`config.mk`:
```
export PLATFORM = sky130hd
export DESIGN_NAME = life_keypad
export DESIGN_NICKNAME = d
export VERILOG_FILES = /design/src/rtl/life_keypad.sv
export SDC_FILE = /design/constraint.sdc
export NUM_CORES = 1
export LEC_CHECK = 0
export BUFFER_PORTS_ARGS = -buffer_cell sky130_fd_sc_hd__buf_4
export CORE_ASPECT_RATIO = 0.8
export CORE_MARGIN = 10
export CORE_UTILIZATION = 35
export DETAILED_ROUTE_END_ITERATION = 8
export SLEW_MARGIN = 30
export SYNTH_ARGS = -nofsm -noshare
export SYNTH_HDL_FRONTEND = slang
export SYNTH_SLANG_ARGS = --single-unit
```
`constraint.sdc`:
```
create_clock -name clk -period 5.2 [get_ports clk]
set_input_delay 0.52 -clock clk [delete_from_list [all_inputs] [get_ports clk]]
set_output_delay 0.52 -clock clk [all_outputs]
set_load 0.005 [all_outputs]
```
`src/rtl/life_keypad.sv`:
```
// ---------------------------------------------------------------------------
// life_keypad
//
// Front-end control stage for the life core. Raw board push-buttons are
// synchronised and debounced. Cursor buttons move an edit cursor that wraps
// around the board edges and auto-repeats while held. Set and step buttons
// turn into one-cycle command codes on 'keys', handed to the core through a
// single-entry pending register that drains when the core raises 'ready'.
//
// Ports:
//   clk          system clock
//   reset        synchronous, active-high reset
//   btn_up       raw button, cursor row - 1 (wraps)
//   btn_down     raw button, cursor row + 1 (wraps)
//   btn_left     raw button, cursor column - 1 (wraps)
//   btn_right    raw button, cursor column + 1 (wraps)
//   btn_set      raw button, toggle the cell under the cursor
//   btn_step     raw button, advance one generation
//   ready        core accepts a command this cycle
//   keys         command code (0 none, 1 toggle, 2 step, 3 clear), one cycle
//   cursor_x     cursor column
//   cursor_y     cursor row
//   cmd_pending  a command is waiting for ready
//
// Optional feature, enabled by defining LIFE_AUTORUN_EN:
//   btn_run      raw button, toggles run_active
//   run_active   free-running generation stepping is enabled
//   RUN_PERIOD   cycles between automatic STEP commands
// With LIFE_AUTORUN_EN undefined none of the above exist.
// ---------------------------------------------------------------------------
module life_keypad #(
    parameter int          X             = 8,
    parameter int          Y             = 8,
    parameter int          LOG2X         = 3,
    parameter int          LOG2Y         = 3,
    parameter int          DEBOUNCE_BITS = 16,
    parameter logic [23:0] REPEAT_DELAY  = 24'd6000000,
    parameter logic [23:0] REPEAT_RATE   = 24'd1500000
`ifdef LIFE_AUTORUN_EN
    ,
    parameter logic [23:0] RUN_PERIOD    = 24'd12000000
`endif
) (
    input  logic             clk,
    input  logic             reset,
    input  logic             btn_up,
    input  logic             btn_down,
    input  logic             btn_left,
    input  logic             btn_right,
    input  logic             btn_set,
    input  logic             btn_step,
`ifdef LIFE_AUTORUN_EN
    input  logic             btn_run,
    output logic             run_active,
`endif
    input  logic             ready,
    output logic [2:0]       keys,
    output logic [LOG2X-1:0] cursor_x,
    output logic [LOG2Y-1:0] cursor_y,
    output logic             cmd_pending
);

    // Command codes shared with the life core.
    localparam logic [2:0] KEY_NONE   = 3'd0;
    localparam logic [2:0] KEY_TOGGLE = 3'd1;
    localparam logic [2:0] KEY_STEP   = 3'd2;
    localparam logic [2:0] KEY_CLEAR  = 3'd3;

    // Bit positions of each button inside the button vectors. The four
    // cursor buttons sit in priority order so index 0 wins.
    localparam int B_UP    = 0;
    localparam int B_DOWN  = 1;
    localparam int B_LEFT  = 2;
    localparam int B_RIGHT = 3;
    localparam int B_SET   = 4;
    localparam int B_STEP  = 5;
`ifdef LIFE_AUTORUN_EN
    localparam int B_RUN   = 6;
    localparam int NB      = 7;
`else
    localparam int NB      = 6;
`endif

    // Wrap points come from the real board size, not the counter width.
    localparam logic [LOG2X-1:0] X_MAX    = LOG2X'(X - 1);
    localparam logic [LOG2Y-1:0] Y_MAX    = LOG2Y'(Y - 1);
    localparam logic [23:0]      DELAY_M1 = REPEAT_DELAY - 24'd1;
    localparam logic [23:0]      RATE_M1  = REPEAT_RATE - 24'd1;
`ifdef LIFE_AUTORUN_EN
    localparam logic [23:0]      RUN_M1   = RUN_PERIOD - 24'd1;
`endif

    // Auto-repeat waits the long initial delay once, then the short rate.
    typedef enum logic {
        REP_DELAY = 1'b0,
        REP_RATE  = 1'b1
    } rep_phase_t;

    logic [NB-1:0]            raw;
    logic [NB-1:0]            sync1_q;
    logic [NB-1:0]            sync2_q;
    logic [NB-1:0]            stable_q;
    logic [NB-1:0]            stable_d;
    logic [NB-1:0]            prev_q;
    logic [NB-1:0]            press;
    logic [DEBOUNCE_BITS-1:0] cnt_q [NB];
    logic [DEBOUNCE_BITS-1:0] cnt_d [NB];

    logic                     trk_valid_q;
    logic                     trk_valid_d;
    logic [1:0]               trk_idx_q;
    logic [1:0]               trk_idx_d;
    logic [23:0]              rep_tmr_q;
    logic [23:0]              rep_tmr_d;
    rep_phase_t               rep_phase_q;
    rep_phase_t               rep_phase_d;
    logic                     rep_fire;

    logic [3:0]               move_req;
    logic [LOG2X-1:0]         x_q;
    logic [LOG2X-1:0]         x_d;
    logic [LOG2Y-1:0]         y_q;
    logic [LOG2Y-1:0]         y_d;

    logic                     pend_q;
    logic                     pend_d;
    logic [2:0]               code_q;
    logic [2:0]               code_d;

`ifdef LIFE_AUTORUN_EN
    logic                     run_q;
    logic                     run_d;
    logic [23:0]              run_cnt_q;
    logic [23:0]              run_cnt_d;
    logic                     run_tick;

    assign raw = {btn_run, btn_step, btn_set, btn_right, btn_left, btn_down, btn_up};
`else
    assign raw = {btn_step, btn_set, btn_right, btn_left, btn_down, btn_up};
`endif

    // A press is the stable value rising. It is taken from the registered
    // stable state, so the press acts one edge after the stable flip.
    assign press = stable_q & ~prev_q;

    // Debounce: count consecutive samples that disagree with the stable
    // value and flip it only once the counter has saturated.
    always_comb begin
        stable_d = stable_q;
        cnt_d    = cnt_q;
        for (int i = 0; i < NB; i++) begin
            if (sync2_q[i] != stable_q[i]) begin
                if (&cnt_q[i]) begin
                    stable_d[i] = ~stable_q[i];
                    cnt_d[i]    = '0;
                end else begin
                    cnt_d[i] = cnt_q[i] + 1'b1;
                end
            end else begin
                cnt_d[i] = '0;
            end
        end
    end

    // Pick the highest-priority cursor button that is currently held; the
    // repeat timer follows only that one.
    always_comb begin
        trk_valid_d = |stable_q[B_RIGHT:B_UP];
        trk_idx_d   = 2'd0;
        if (stable_q[B_UP]) begin
            trk_idx_d = 2'd0;
        end else if (stable_q[B_DOWN]) begin
            trk_idx_d = 2'd1;
        end else if (stable_q[B_LEFT]) begin
            trk_idx_d = 2'd2;
        end else if (stable_q[B_RIGHT]) begin
            trk_idx_d = 2'd3;
        end
    end

    // The timer restarts whenever the tracked button changes or nothing is
    // held, so it starts from zero on the edge where the press event acts.
    always_comb begin
        rep_tmr_d   = rep_tmr_q;
        rep_phase_d = rep_phase_q;
        rep_fire    = 1'b0;
        if (!trk_valid_d || !trk_valid_q || (trk_idx_d != trk_idx_q)) begin
            rep_tmr_d   = '0;
            rep_phase_d = REP_DELAY;
        end else if (((rep_phase_q == REP_DELAY) && (rep_tmr_q == DELAY_M1)) ||
                     ((rep_phase_q == REP_RATE)  && (rep_tmr_q == RATE_M1))) begin
            rep_fire    = 1'b1;
            rep_tmr_d   = '0;
            rep_phase_d = REP_RATE;
        end else begin
            rep_tmr_d = rep_tmr_q + 24'd1;
        end
    end

    // One move per cycle in fixed priority; everything else that cycle is
    // dropped. Moves freeze while a command waits so a TOGGLE lands on the
    // cell that was selected when it was pressed.
    always_comb begin
        move_req = press[B_RIGHT:B_UP] | (rep_fire ? (4'b0001 << trk_idx_q) : 4'b0000);
        x_d      = x_q;
        y_d      = y_q;
        if (!pend_q) begin
            if (move_req[B_UP]) begin
                y_d = (y_q == '0) ? Y_MAX : (y_q - 1'b1);
            end else if (move_req[B_DOWN]) begin
                y_d = (y_q == Y_MAX) ? '0 : (y_q + 1'b1);
            end else if (move_req[B_LEFT]) begin
                x_d = (x_q == '0) ? X_MAX : (x_q - 1'b1);
            end else if (move_req[B_RIGHT]) begin
                x_d = (x_q == X_MAX) ? '0 : (x_q + 1'b1);
            end
        end
    end

`ifdef LIFE_AUTORUN_EN
    // Run mode: toggled by its own button, cancelled by a set press, and
    // ticking a free counter only while active.
    always_comb begin
        run_d     = run_q;
        run_cnt_d = run_cnt_q;
        run_tick  = 1'b0;
        if (press[B_SET]) begin
            run_d = 1'b0;
        end else if (press[B_RUN]) begin
            run_d = ~run_q;
        end
        if (!run_q) begin
            run_cnt_d = '0;
        end else if (run_cnt_q == RUN_M1) begin
            run_tick  = 1'b1;
            run_cnt_d = '0;
        end else begin
            run_cnt_d = run_cnt_q + 24'd1;
        end
    end
`endif

    // Single-entry command register. While it is full every new request is
    // dropped; an automatic step tick also loses to a manual press.
    always_comb begin
        pend_d = pend_q;
        code_d = code_q;
        if (pend_q) begin
            if (ready) begin
                pend_d = 1'b0;
            end
        end else if (press[B_SET] || press[B_STEP]) begin
            pend_d = 1'b1;
            if (stable_q[B_SET] && stable_q[B_STEP]) begin
                code_d = KEY_CLEAR;
            end else if (press[B_SET]) begin
                code_d = KEY_TOGGLE;
            end else begin
                code_d = KEY_STEP;
            end
        end
`ifdef LIFE_AUTORUN_EN
        else if (run_tick) begin
            pend_d = 1'b1;
            code_d = KEY_STEP;
        end
`endif
    end

    // All state lives here; reset clears synchronisers, debounce state,
    // repeat tracking, cursor and any waiting command.
    always_ff @(posedge clk) begin
        if (reset) begin
            sync1_q     <= '0;
            sync2_q     <= '0;
            stable_q    <= '0;
            prev_q      <= '0;
            for (int i = 0; i < NB; i++) begin
                cnt_q[i] <= '0;
            end
            trk_valid_q <= 1'b0;
            trk_idx_q   <= 2'd0;
            rep_tmr_q   <= '0;
            rep_phase_q <= REP_DELAY;
            x_q         <= '0;
            y_q         <= '0;
            pend_q      <= 1'b0;
            code_q      <= KEY_NONE;
`ifdef LIFE_AUTORUN_EN
            run_q       <= 1'b0;
            run_cnt_q   <= '0;
`endif
        end else begin
            sync1_q     <= raw;
            sync2_q     <= sync1_q;
            stable_q    <= stable_d;
            prev_q      <= stable_q;
            cnt_q       <= cnt_d;
            trk_valid_q <= trk_valid_d;
            trk_idx_q   <= trk_idx_d;
            rep_tmr_q   <= rep_tmr_d;
            rep_phase_q <= rep_phase_d;
            x_q         <= x_d;
            y_q         <= y_d;
            pend_q      <= pend_d;
            code_q      <= code_d;
`ifdef LIFE_AUTORUN_EN
            run_q       <= run_d;
            run_cnt_q   <= run_cnt_d;
`endif
        end
    end

    // keys is the pending code gated by ready, so it is valid exactly in the
    // cycle where the core takes it and zero otherwise.
    assign keys        = (pend_q && ready) ? code_q : KEY_NONE;
    assign cursor_x    = x_q;
    assign cursor_y    = y_q;
    assign cmd_pending = pend_q;
`ifdef LIFE_AUTORUN_EN
    assign run_active  = run_q;
`endif

endmodule

```
==> summary.md <==
| Metric | Value |
|---|---|
| Fmax | 0.389 GHz |
| Final Net Count | 777 |
| Hold Fails Final Rpt | 0 |
| Unique masters post-synth | 52 |
| Final setup vio count | 0 |
| Synth Cell Area | 0.00663 sq mm |
| Area leader, netlist | dfxtp_1 |
| CTS HTree Levels | 4 |
| MaxCap Viol Count | 0 |
| Critical Path End Type | flip-flop |
| Flops & latches, synth | 157 |
| Placed cells | 987 |
| YS warnings | 0 |
| CP max FO | 6 |
| Post-synth ARST share | 0% |
| Status | complete, no violations |
| Die W | 174 um |
| Register area share after synthesis | 47.4% |
| PD cells | 318 mW/mm^2 |
| CP required | 5.53 ns |
| GRT Util Overall | 9.41% |
| Area share of the largest cell type after synthesis | 47.4% |
| Top-count cell post-synth | dfxtp_1 |
| Starting Density | 36.0% |
| Routed len/inst | 10.9 um |
| Number of synthesized flops with an enable pin | 0 |
| CTS Hold Bufs | 0 |
| Largest net degree at the start of global routing | 45 |
| Sink Count | 157 |
| Placed cell area | 0.00698 sq mm |
| Finished Layout Cells | 1018 |
| Clock Skews | 0.00918 ns |
| Total negative slack | 0 ns |
| Layout cell share with drive strength beyond 1 | 8.10% |
| Vias in the first global route | 4265 |
| RSZ-0062 raised after global routing | false |
| CP max stage delay | 0.56 ns |
| Leak | 2.63 nW |
| Slew Limit Fails | 0 |
| Worst Setup Start Kind | flip-flop |
| GRT overflow | 0 |
| Cell family with the largest share of critical-path delay | simple AND/OR/NAND/NOR gates |
| Slowest cell on the critical path | or4_4 |
| CTS tree | yes |
| Worst Setup Slack post-DPL | 2.63 ns |
| PnR worst setup slack | 2.63 ns |
| Vias/cell | 4.47 |
| Initial antenna violation count | 0 |
| TritonRoute pass-1 iters | 4 |
| # diodes | 0 |
| Setup CP Type | flip-flop to flip-flop |
| Total clock buffers created by CTS | 17 |
| Vias | 4547 |
| Core area | 0.0184 sq mm |
| Top post-synthesis cells by count | 157 x dfxtp_1, 155 x nor2_1, 68 x xor2_1 |
| CTS root buf | clkbuf_16 |
| Fin util | 41.0% |
| Post-route cell area | 0.00753 sq mm |
| First-pass GRT wire length | 19600 um |
| PortBufs | 17 |
| CTS Buffer Depth | 2 |
| Ports | 19 |
| Sum of buffers and inverters on the critical path | 0 |
| P&R area growth vs syn | 13.7% |
| Final Wtd Congestion | 0.763 |
| Post-cts sizing count | 0 |
| Period utilisation layout | 49.5% |
| Row count | 44 |
| Clock Latency Late Sink | 0.42 ns |
| Max IR drop VDD | 210 uV |
| Critical path's most frequent cell | or4_4 |
| Postcts setup bufs | 0 |
| Die area | 0.0249 sq mm |
| CP arrival | 2.90 ns |
| Cells after Synth | 735 |
| Drt total wl | 11100 um |
| Critical-path cell list | ha_1 -> nand3_2 -> or4_4 -> or4_4 -> a21oi_4 -> a21bo_1 -> a221oi_2 |
| Dpl hpwl | 7510 um |
| Final Hold Slack | 0.288 ns |
| Ys flop type | dfxtp_1 |
| Post-layout power | 2.39 mW |
| Residual DRC | 0 |
| Final ANT Viol Nets | 0 |
| Chip height | 143 um |
| Iter 0 DRT Violations | 183 |
| Synth area leaders | dfxtp_1 47%, xor2_1 9.0%, nor2_1 8.8% |
| Final min period | 2.57 ns |
| Reg clk slew, reported paths | 0.07 ns |
| Hold WC Path Type | primary input to flip-flop |
| Synth Net Count | 759 |
| Synth Area per Inst | 9.02 sq um |
==> final timing paths <==
| path | startpoint | endpoint | slack [ns] | depth (start not counted) |
|---|---|---|---|---|
| setup / recovery | rep_tmr_q[0]$_SDFF_PP0_ | cursor_y[0]$_SDFFE_PP0P_ | 2.63 | 7 |
| hold / removal | ready | cmd_pending$_SDFF_PP0_ | 0.29 | 2 |
| setup reg to reg | rep_tmr_q[0]$_SDFF_PP0_ | cursor_y[0]$_SDFFE_PP0P_ | 2.63 | 7 |
| hold reg to reg | sync1_q[4]$_SDFF_PP0_ | sync2_q[4]$_SDFF_PP0_ | 0.44 | 1 |
==> per-layer routing <==
layer | vias to the layer above | routed length [um] | track usage [%]
met2 | 28 | 4530 | 13.7
li1 | 2456 | - | -
met4 | 0 | 138 | 3.77
met5 | - | 0 | 0
met1 | 2050 | 6140 | 12.6
met3 | 13 | 306 | 3.06
==> state kept, by name, indices dropped and copies added (netlist names) <==
register     flops
trk_idx_q        2
rep_tmr_q       24
cursor_y         3
sync2_q          6
cnt_q           96
sync1_q          6
code_q           2
prev_q           6
stable_q         6
cursor_x         3
rep_phase_q      1
cmd_pending      1
trk_valid_q      1
==> placed cells by master (no fill, tap or decap), types with 7 or more instances in the layout <==
master and instances:
buf_4 18, and4_1 8, clkinvlp_4 7, nor2b_1 19, nand2_1 40, nand2b_1 10
nand3_1 42, o21ai_0 10, inv_1 29, and3_1 27, xor2_1 68, xnor2_1 43
nand4_1 16, a21oi_1 7, nor2_1 155, clkbuf_16 17, dfxtp_1 157, mux2i_1 7
ha_1 15
==> power by group <==
| group | leakage (nW) | total [mW] | internal [mW] | switching (mW) |
|---|---|---|---|---|
| Combinational | 1.11 | 0.0246 | 0.00989 | 0.0147 |
| Sequential | 1.27 | 1.21 | 1.21 | 0.00286 |
| Clock | 0.249 | 1.16 | 0.678 | 0.479 |
| Total | 2.63 | 2.39 | 1.90 | 0.496 |
==> cells by family (layout without fill, tap and decap cells) <==
family	Yosys count	after routing	share of synthesized area, %
flops	157	157	47.4
xor+xnor	111	111	14.7
simple gates	358	358	26.8
compound gates	38	38	4.08
buf+inv	48	78	3.12
mux	7	7	1.06
fa+ha+maj	15	15	2.83
other cells	1	1	0.0566
==> layout make-up <==
cell class | count | area, sq um
fillers | 1884 | 10900
multi-input cells | 530 | 3280
flip-flops and latches | 157 | 3140
clock buffers | 21 | 460
well taps | 253 | 317
repair buffers | 18 | 135
inverters | 29 | 109
clock inverters | 10 | 92.6
Note: power is estimated with default switching activity, not from simulation.
